[src/rtl/lcd_refresh_ctrl.sv]
// rtl/lcd_refresh_ctrl.sv - 2x16 frame buffer that keeps an HD44780 I2C LCD driver in sync
//
// Purpose: holds 32 character cells written by a client, powers up and
// initialises the LCD driver, then streams every dirty cell to the glass,
// issuing a DDRAM set-address instruction only when the LCD cursor is not
// already at the cell being sent.
//
// Ports:
//   clk       system clock
//   rst       synchronous active-high reset
//   wr_en     client write strobe (always accepted, any state)
//   wr_addr   cell index: 0-15 line 0, 16-31 line 1
//   wr_char   character code for the cell
//   lcd_cmd   driver command: 0 IDLE, 1 INIT, 2 WRITE, 3 INSTR
//   lcd_data  character (WRITE) or instruction byte (INSTR)
//   lcd_busy  driver busy handshake
//   ready     driver initialisation has completed
//   idle      ready, nothing dirty, scanning
//   error     sticky handshake timeout flag, cleared only by rst

module lcd_refresh_ctrl #(
   parameter int POWERUP_CYCLES = 100_000_000,
   parameter int ACK_TIMEOUT    = 1_000_000
) (
   input  logic       clk,
   input  logic       rst,
   input  logic       wr_en,
   input  logic [4:0] wr_addr,
   input  logic [7:0] wr_char,
   output logic [1:0] lcd_cmd,
   output logic [7:0] lcd_data,
   input  logic       lcd_busy,
   output logic       ready,
   output logic       idle,
   output logic       error
);

   localparam int PW_W = (POWERUP_CYCLES > 1) ? $clog2(POWERUP_CYCLES) : 1;
   localparam int TO_W = (ACK_TIMEOUT > 1) ? $clog2(ACK_TIMEOUT) : 1;
   localparam logic [PW_W-1:0] PW_RELOAD = PW_W'(POWERUP_CYCLES - 1);
   localparam logic [TO_W-1:0] TO_LAST   = TO_W'(ACK_TIMEOUT - 1);

   localparam logic [1:0] CMD_IDLE  = 2'd0;
   localparam logic [1:0] CMD_INIT  = 2'd1;
   localparam logic [1:0] CMD_WRITE = 2'd2;
   localparam logic [1:0] CMD_INSTR = 2'd3;

   typedef enum logic [2:0] {
      S_PWR_WAIT  = 3'd0,
      S_INIT_REQ  = 3'd1,
      S_INIT_WAIT = 3'd2,
      S_SCAN      = 3'd3,
      S_ADDR_REQ  = 3'd4,
      S_ADDR_WAIT = 3'd5,
      S_CHAR_REQ  = 3'd6,
      S_CHAR_WAIT = 3'd7
   } state_t;

   state_t            r_state;
   state_t            w_state_nxt;
   logic [PW_W-1:0]   r_pw_cnt;
   logic [TO_W-1:0]   r_to_cnt;
   logic [7:0]        r_buf [32];
   logic [31:0]       r_dirty;
   logic [31:0]       w_dirty_nxt;
   logic [4:0]        r_ptr;
   logic [4:0]        r_pos;
   logic [7:0]        r_char;
   logic [6:0]        r_target;
   logic [6:0]        r_cursor;
   logic              r_ready;
   logic              r_idle;
   logic              r_error;

   logic              w_in_req;
   logic              w_timeout;
   logic              w_scan_hit;
   logic [6:0]        w_scan_target;
   logic [1:0]        w_cmd;
   logic [7:0]        w_data;

   assign w_in_req   = (r_state == S_INIT_REQ) || (r_state == S_ADDR_REQ) ||
                       (r_state == S_CHAR_REQ);
   // Only a REQ that never saw busy can time out; busy=1 wins on the last cycle.
   assign w_timeout  = w_in_req && !lcd_busy && (r_to_cnt == TO_LAST);
   assign w_scan_hit = r_dirty[r_ptr];
   // Line 1 lives at DDRAM 0x40; line 0 at 0x00.
   assign w_scan_target = r_ptr[4] ? {3'b100, r_ptr[3:0]} : {3'b000, r_ptr[3:0]};

   // State register
   always_ff @(posedge clk) begin
      if (rst) r_state <= S_PWR_WAIT;
      else     r_state <= w_state_nxt;
   end

   // Next-state logic
   always_comb begin
      w_state_nxt = r_state;
      case (r_state)
         S_PWR_WAIT:  if (r_pw_cnt == '0) w_state_nxt = S_INIT_REQ;
         S_INIT_REQ:  if (lcd_busy) w_state_nxt = S_INIT_WAIT;
                      else if (w_timeout) w_state_nxt = S_PWR_WAIT;
         S_INIT_WAIT: if (!lcd_busy) w_state_nxt = S_SCAN;
         S_SCAN:      if (w_scan_hit)
                         w_state_nxt = (r_cursor != w_scan_target) ? S_ADDR_REQ : S_CHAR_REQ;
         S_ADDR_REQ:  if (lcd_busy) w_state_nxt = S_ADDR_WAIT;
                      else if (w_timeout) w_state_nxt = S_PWR_WAIT;
         S_ADDR_WAIT: if (!lcd_busy) w_state_nxt = S_CHAR_REQ;
         S_CHAR_REQ:  if (lcd_busy) w_state_nxt = S_CHAR_WAIT;
                      else if (w_timeout) w_state_nxt = S_PWR_WAIT;
         S_CHAR_WAIT: if (!lcd_busy) w_state_nxt = S_SCAN;
         default:     w_state_nxt = S_PWR_WAIT;
      endcase
   end

   // Output logic: a command is presented only while in a REQ state, so it
   // drops to IDLE on the edge that samples busy, times out, or resets.
   always_comb begin
      w_cmd  = CMD_IDLE;
      w_data = 8'h00;
      case (r_state)
         S_INIT_REQ: w_cmd = CMD_INIT;
         S_ADDR_REQ: begin
            w_cmd  = CMD_INSTR;
            w_data = 8'h80 | {1'b0, r_target};
         end
         S_CHAR_REQ: begin
            w_cmd  = CMD_WRITE;
            w_data = r_char;
         end
         default: ;
      endcase
   end

   assign lcd_cmd  = w_cmd;
   assign lcd_data = w_data;
   assign ready    = r_ready;
   assign idle     = r_idle;
   assign error    = r_error;

   // Dirty bits: timeout marks everything, scan clears one, client write sets
   // last so a same-cycle rewrite of the cell being picked up is not lost.
   always_comb begin
      w_dirty_nxt = r_dirty;
      if (w_timeout) w_dirty_nxt = '1;
      if (r_state == S_SCAN && w_scan_hit) w_dirty_nxt[r_ptr] = 1'b0;
      if (wr_en) w_dirty_nxt[wr_addr] = 1'b1;
   end

   always_ff @(posedge clk) begin
      if (rst) begin
         for (int i = 0; i < 32; i++) r_buf[i] <= 8'h20;
         r_dirty <= '1;
      end else begin
         if (wr_en) r_buf[wr_addr] <= wr_char;
         r_dirty <= w_dirty_nxt;
      end
   end

   always_ff @(posedge clk) begin
      if (rst) begin
         r_pw_cnt <= PW_RELOAD;
         r_to_cnt <= '0;
         r_ptr    <= '0;
         r_pos    <= '0;
         r_char   <= 8'h00;
         r_target <= 7'h00;
         r_cursor <= 7'h00;
         r_ready  <= 1'b0;
         r_idle   <= 1'b0;
         r_error  <= 1'b0;
      end else begin
         if (w_timeout)
            r_pw_cnt <= PW_RELOAD;
         else if (r_state == S_PWR_WAIT && r_pw_cnt != '0)
            r_pw_cnt <= r_pw_cnt - 1'b1;

         if (!w_in_req || lcd_busy || w_timeout) r_to_cnt <= '0;
         else                                    r_to_cnt <= r_to_cnt + 1'b1;

         if (w_timeout) begin
            r_error <= 1'b1;
            r_ready <= 1'b0;
         end

         if (r_state == S_INIT_WAIT && !lcd_busy) begin
            r_ready  <= 1'b1;
            r_cursor <= 7'h00;
         end

         if (r_state == S_SCAN) begin
            if (w_scan_hit) begin
               r_pos    <= r_ptr;
               r_char   <= r_buf[r_ptr];
               r_target <= w_scan_target;
            end else begin
               r_ptr <= r_ptr + 5'd1;
            end
         end

         // The LCD auto-increments its address after a character write.
         if (r_state == S_CHAR_WAIT && !lcd_busy) begin
            r_cursor <= r_target + 7'd1;
            r_ptr    <= r_pos + 5'd1;
         end

         r_idle <= r_ready && (r_dirty == '0) && (r_state == S_SCAN);
      end
   end

endmodule
[config.mk]
export PLATFORM = sky130hd
export DESIGN_NAME = lcd_refresh_ctrl
export DESIGN_NICKNAME = d
export VERILOG_FILES = /design/src/rtl/lcd_refresh_ctrl.sv
export SDC_FILE = /design/constraint.sdc
export NUM_CORES = 1
export LEC_CHECK = 0
export BUFFER_PORTS_ARGS = -buffer_cell sky130_fd_sc_hd__buf_4
export CAP_MARGIN = 40
export CORE_MARGIN = 2
export CORE_UTILIZATION = 55
export CTS_CLUSTER_SIZE = 14
export DETAILED_ROUTE_END_ITERATION = 6
export GPL_ROUTABILITY_DRIVEN = 0
export HOLD_SLACK_MARGIN = 0.03
export PLACE_DENSITY = 0.75
export SYNTH_ARGS = -nofsm -noshare
export SYNTH_HDL_FRONTEND = slang
export SYNTH_SLANG_ARGS = --single-unit
export TNS_END_PERCENT = 1
[constraint.sdc]
create_clock -name clk -period 5.2 [get_ports clk]
set_input_delay 0 -clock clk [delete_from_list [all_inputs] [get_ports clk]]
set_output_delay 0 -clock clk [all_outputs]
set_load 0.05 [all_outputs]
==> results.json, run 1 <==
{
  "ys.flop_type": "edfxtp_1",
  "async_flop_share_pct": 0,
  "setup-violations-final": 0,
  "period_needed_ps": 3580,
  "holdPathStages": 2,
  "switching_power_uw": 1320,
  "worstRegToRegCells": 7,
  "r2r-start": "r_ptr[1]",
  "antenna_found_initial": 0,
  "yosys-top-cells-count": "edfxtp_1, and2_1, nor2_1",
  "worstMarginPinSlew_ps": 886,
  "vias": 11200,
  "start_kind": "register",
  "grt_max_degree": 55,
  "synthDistinctLibCells": 57,
  "cts_num_sinks": 365,
  "crit_fanout": 54,
  "worstSetupPathType": "reg -> reg",
  "die_w_um": 180,
  "slowest_delay_ps": 900,
  "yosysMostFrequentCell": "edfxtp_1",
  "rrSetupSlack_ps": 1620,
  "rsz0062_at_grt": "no",
  "switching_share_pct": 21.7,
  "drive_gt1_share_pct": 12.7,
  "worst_hold_path_type": "in -> reg",
  "internal_power_uw": 4790,
  "cp_slowest_cell": "dfxtp_4",
  "clkSlewWorstSetupHoldPaths_ps": 60,
  "wirelength_mm": 39.1,
  "ir_drop_uv": 314,
  "slew-limit-headroom_pct": 40.7,
  "yosysWarningCount": 0,
  "cts.htree.levels": 2,
  "end_kind": "register",
  "drt-pass1-iter-count": 5,
  "dieArea_sq_um": 32300,
  "clock_skew_ps": 34.5,
  "syn-cell-area_sq_um": 17000,
  "fin_area_sq_um": 18800,
  "tns_ps": 0,
  "synthTopCellsByArea": "edfxtp_1, dfxtp_1, mux4_2",
  "cts_tree": "done",
  "r2r_end": "r_dirty[18]",
  "clock_latency_ps": 560,
  "dpl-instance-area_sq_um": 17400,
  "num_rows": 64,
  "cts-root-to-sink-buffers": 3,
  "cap_viol_max_count": 0,
  "grt_pass1_vias": 10900,
  "grt_usage_pct": 24.2,
  "slew_viol_final": 0,
  "seqPwrFrac_pct": 53.1,
  "core-area_sq_um": 30500,
  "cts.repair.resized": 0,
  "hp-start": "wr_char[7]",
  "fin_cells": 1832,
  "die_y_um": 180,
  "synth_seq_area_share_pct": 58.1,
  "diodes": 0,
  "dp_hpwl_mm": 25.5,
  "max_freq_mhz": 279,
  "ys_ff_latch": 365,
  "p_clk_share_pct": 43.5,
  "yosys.area.top_type": "edfxtp_1",
  "fin_hold_ws_ps": 33.4,
  "first_iter_violations": 1249,
  "cts-root-buf": "clkbuf_16",
  "outcome": "completed",
  "nNetsFinal": 1427,
  "grt_first_pass_wirelength_mm": 61.5,
  "p_total_uw": 6110,
  "p_comb_share_pct": 3.5,
  "dp_cells": 1749,
  "viasPerCell": 6.14,
  "syn_avg_cell_area_sq_um": 12.1,
  "cts_buffers": 38,
  "powerDensity_nw_per_um2": 326,
  "critPathRequiredTime_ps": 5670,
  "io_buffers": 29,
  "synth_edf_count": 256,
  "cp_cell_sequence": "buf_4 > mux2i_1 > o221ai_1 > and3_1 > or4_1 > and4_4 > a31oi_1",
  "grt-ovfl-total": 0,
  "hold-path-endpoint": "r_buf[15][7]",
  "area_growth_pct": 10.5,
  "p_leak_uw": 0.00625,
  "initial_core_util_pct": 55.7,
  "postCtsSetupBuffers": 0,
  "hold_buffers": 13,
  "syn_inst": 1404,
  "fin_crit_sh_pct": 68.9,
  "hold_viol": 0,
  "io-pin-count": 30,
  "crit_arrival_ps": 4050,
  "drc_errors": 0,
  "synth_top_area_share_pct": 45.2,
  "antenna_left": 0,
  "wl_per_cell_um": 21.3,
  "syn-num-nets": 1425
}
critical path, delay by kind of cell (launching register included):
| kind | cells | cell delay, ps |
|---|---|---|
| mux | 1 | 250 |
| compound gates | 2 | 300 |
| buf+inv | 1 | 560 |
| simple gates | 3 | 1460 |
| flops | 1 | 900 |
cell usage in the layout (no fill, tap or decap), types with 7 or more instances in the layout:
master         count
a21oi_1           26
a22oi_1           38
a31oi_1           34
and2_1           226
and3_1            11
buf_4             44
clkbuf_16         39
clkinv_1          10
clkinv_2           7
dfxtp_1          107
dlygate4sd3_1     13
edfxtp_1         256
inv_1             46
mux2i_1           22
mux4_2            65
nand2_1           43
nand2b_1          10
nand3_1           25
nand3b_1           7
nand4_1           25
nor2_1           122
nor2b_1            7
nor3_1            52
nor4_1            21
o21ai_0           12
or3_1             43
xnor2_1           16
xor2_1            30
cell families (layout without fill, tap and decap cells):
kind of cell / Yosys count / count (layout) / share of synthesized area, %
muxes: 89 / 89 / 10.0
xor gates and xnor gates: 46 / 46 / 2.37
DFF: 365 / 365 / 58.1
AOI/OAI and AO/OA: 136 / 136 / 5.35
and+or+nand+nor: 621 / 621 / 20.4
adders and majority gates: 4 / 4 / 0.295
buffers and inverters: 143 / 175 / 3.46
sequential cells by signal (all words and copies together) (netlist names):
| signal | count |
|---|---|
| r_state | 3 |
| r_ptr | 5 |
| error | 1 |
| r_dirty | 32 |
| ready | 1 |
| idle | 1 |
| r_target | 5 |
| r_cursor | 6 |
| r_to_cnt | 20 |
| r_buf | 256 |
| r_char | 8 |
| r_pw_cnt | 27 |
area by class of cell:
type                    instances  area, sq um
fillers                      2337        11700
flip-flops and latches        365         9880
well taps                     396          495
repair buffers                 59          485
clock buffers                  46         1020
inverters                      46          173
multi-input cells             896         6550
clock inverters                24          183
power by group through the flow:
stage	clock network, uW	registers [uW]	logic (uW)
finish	2660	3240	212
global route	2790	3250	229
CTS	2680	3250	213
detailed placement	0	3310	206
global placement	0	3300	200
floorplan	0	3290	132
worst max-delay path by stage:
stage / start / to / slack (ps) / cells past startpoint
finish: r_ptr[1] / r_dirty[18] / 1620 / 7
global route: r_ptr[1] / r_dirty[30] / 1440 / 7
CTS: r_ptr[1] / r_dirty[18] / 1650 / 7
detailed placement: r_ptr[1] / r_dirty[18] / 1640 / 7
global placement: r_ptr[1] / r_dirty[23] / 1620 / 8
floorplan: r_ptr[4] / r_char[1] / 2830 / 8
per-stage QoR:
stage | worst slack [ps] | utilization (%)
floorplan | 2830 | -
global placement | 1620 | 57.0
detailed placement | 1640 | 57.2
CTS | 1650 | 61.6
global route | 1440 | 61.6
finish | 1620 | 61.6
layer usage:
layer / up-vias / share of wire, % / global-route usage [%]
li1: 5158 / - / -
met1: 5502 / 43 / 34.7
met2: 496 / 45 / 37.3
met3: 87 / 8.8 / 4.46
met4: 0 / 3.1 / 8.55
met5: - / 0 / 0
No activity file was read; power rests on OpenSTA's default activity.
==> run 2, diff against run 1 <==
==> constraint.sdc (replaced) <==
create_clock -name clk -period 3.6 [get_ports clk]
set_input_delay 0 -clock clk [delete_from_list [all_inputs] [get_ports clk]]
set_output_delay 0 -clock clk [all_outputs]
set_load 0.05 [all_outputs]
==> run 2 against run 1 <==
The run now ends with design-rule violations left. Clock-buffer cell count grew 11. Register-to-register slack got worse by 1100 ps. Via count shrank 0.40%. Clock skew is 26 ps lower. Clock power grew 55%. Wire length increased by 1.4%. Final cell count shrank 0.11%.
==> results.json, run 2 (synthesis gave the netlist of run 1 again) <==
{
  "p_leak_uw": 0.00630,
  "cts-root-buf": "clkbuf_16",
  "drt-pass1-iter-count": 7,
  "cts.htree.levels": 2,
  "switching_share_pct": 20.1,
  "wirelength_mm": 39.7,
  "dp_hpwl_mm": 25.9,
  "mostFrequentLayoutCell": "edfxtp_1",
  "holdPathStages": 2,
  "die_w_um": 180,
  "cts_num_sinks": 365,
  "slowest_delay_ps": 720,
  "antenna_found_initial": 2,
  "cts_buffers": 39,
  "largest_reg_flops": 256,
  "worstMarginPinSlew_ps": 893,
  "cp_cell_sequence": "buf_4 > mux2_2 > a22oi_1 > a2bb2oi_1 > or4_1 > and4_4 > a31oi_1",
  "tns_ps": 0,
  "area_growth_pct": 11.0,
  "critPathRequiredTime_ps": 4050,
  "regMostFlops": "r_buf",
  "fin_area_sq_um": 18900,
  "nNetsFinal": 1425,
  "seqPwrFrac_pct": 51.4,
  "p_comb_share_pct": 3.4,
  "clock_skew_ps": 8.37,
  "max_freq_mhz": 321,
  "grt_pass1_vias": 11100,
  "slew-limit-headroom_pct": 40.2,
  "cts_tree": "done",
  "ir_drop_uv": 477,
  "initial_core_util_pct": 55.7,
  "r2r-start": "r_ptr[1]",
  "wl_per_cell_um": 21.7,
  "setup-violations-final": 0,
  "rsz0062_at_grt": "no",
  "first_iter_violations": 1039,
  "worstSetupPathType": "reg -> reg",
  "fin_hold_ws_ps": 40.1,
  "io_buffers": 29,
  "die_y_um": 180,
  "io-pin-count": 30,
  "worstRegToRegCells": 7,
  "dieArea_sq_um": 32300,
  "crit_arrival_ps": 3560,
  "worst_hold_path_type": "in -> reg",
  "postCtsSetupBuffers": 0,
  "grt_first_pass_wirelength_mm": 62.3,
  "internal_power_uw": 7280,
  "cap_viol_max_count": 0,
  "cp_slowest_cell": "or4_1",
  "dpl-instance-area_sq_um": 17500,
  "clkSlewWorstSetupHoldPaths_ps": 60,
  "hold-path-endpoint": "r_buf[14][3]",
  "end_kind": "register",
  "rrSetupSlack_ps": 490,
  "grt_usage_pct": 24.6,
  "viasPerCell": 6.12,
  "cts-root-to-sink-buffers": 3,
  "fin_crit_sh_pct": 86.4,
  "crit_start": "r_ptr[1]",
  "slew_viol_final": 0,
  "start_kind": "register",
  "p_clk_share_pct": 45.2,
  "period_needed_ps": 3110,
  "drc_errors": 1,
  "final_cell_mix": "edfxtp_1, and2_1, nor2_1",
  "hold_viol": 0,
  "vias": 11200,
  "hp-start": "wr_char[3]",
  "clock_latency_ps": 520,
  "fillers": 2331,
  "core-area_sq_um": 30500,
  "crit_fanout": 30,
  "switching_power_uw": 1840,
  "drive_gt1_share_pct": 13.4,
  "violations": "design-rule violations",
  "num_rows": 64,
  "r2r_end": "r_dirty[26]",
  "grt_max_degree": 76,
  "antenna_left": 0,
  "powerDensity_nw_per_um2": 483,
  "outcome": "finished with violations",
  "grt-ovfl-total": 0,
  "largest_registers": "r_buf (256), r_dirty (32), r_pw_cnt (27)"
}
==> run 2: how the worst max path moves through the flow <==
| stage | to | slack, ps | cells after the start |
|---|---|---|---|
| floorplan | r_char[1] | 1230 | 8 |
| global placement | r_dirty[7] | 480 | 7 |
| detailed placement | r_dirty[26] | 560 | 7 |
| CTS | r_dirty[22] | 520 | 7 |
| global route | r_dirty[18] | 340 | 7 |
| finish | r_dirty[26] | 490 | 7 |
==> run 2: final cells by class <==
class | instances | area [sq um] | area share, %
inverters | 46 | 173 | 0.915
repair buffers | 56 | 444 | 2.35
multi-input cells | 896 | 6540 | 34.7
clock buffers | 57 | 1170 | 6.21
clock inverters | 13 | 164 | 0.869
flip-flops and latches | 365 | 9880 | 52.3
diodes | 1 | 2.50 | 0.0133
well taps | 396 | 495 | 2.63
==> run 2: timing repair <==
action / CTS / global route
hold buffers: 4 / 0
gates resized for setup: 0 / 0
hold endpoints to repair: 44 / 0
==> run 2: power by group through the flow <==
stage / Combinational [uW] / Clock, uW / Sequential [uW]
after floorplan: 191 / 0 / 4760
after global placement: 294 / 0 / 4770
after detailed placement: 301 / 0 / 4780
after CTS: 306 / 4170 / 4690
after global routing: 329 / 4330 / 4700
final: 307 / 4120 / 4690
==> run 2: worst max-delay path: cells and delay by family, from the launching register on <==
family	cells	cell delay [ps]
simple gates	2	1110
flops	1	660
compound gates	3	510
buf+inv	1	380
mux	1	370
==> run 2: routing by layer <==
layer,vias up,global-route usage [%],wire length (um)
li1,5150,-,-
met1,5473,33.3,16000
met2,477,40.3,19000
met3,96,4.94,3420
met4,2,8.10,1190
met5,-,0,14
==> run 2: metrics by stage <==
| step | worst slack, ps | utilization (%) | total power [uW] | std cells |
|---|---|---|---|---|
| final | 489 | 61.8 | 9110 | 1830 |
| after global routing | 340 | 61.8 | 9360 | 1829 |
| after CTS | 524 | 61.8 | 9160 | 1829 |
| after detailed placement | 558 | 57.3 | 5080 | 1755 |
| after global placement | 480 | 57.2 | 5060 | 1750 |
| after floorplan | 1230 | - | 4950 | 1404 |
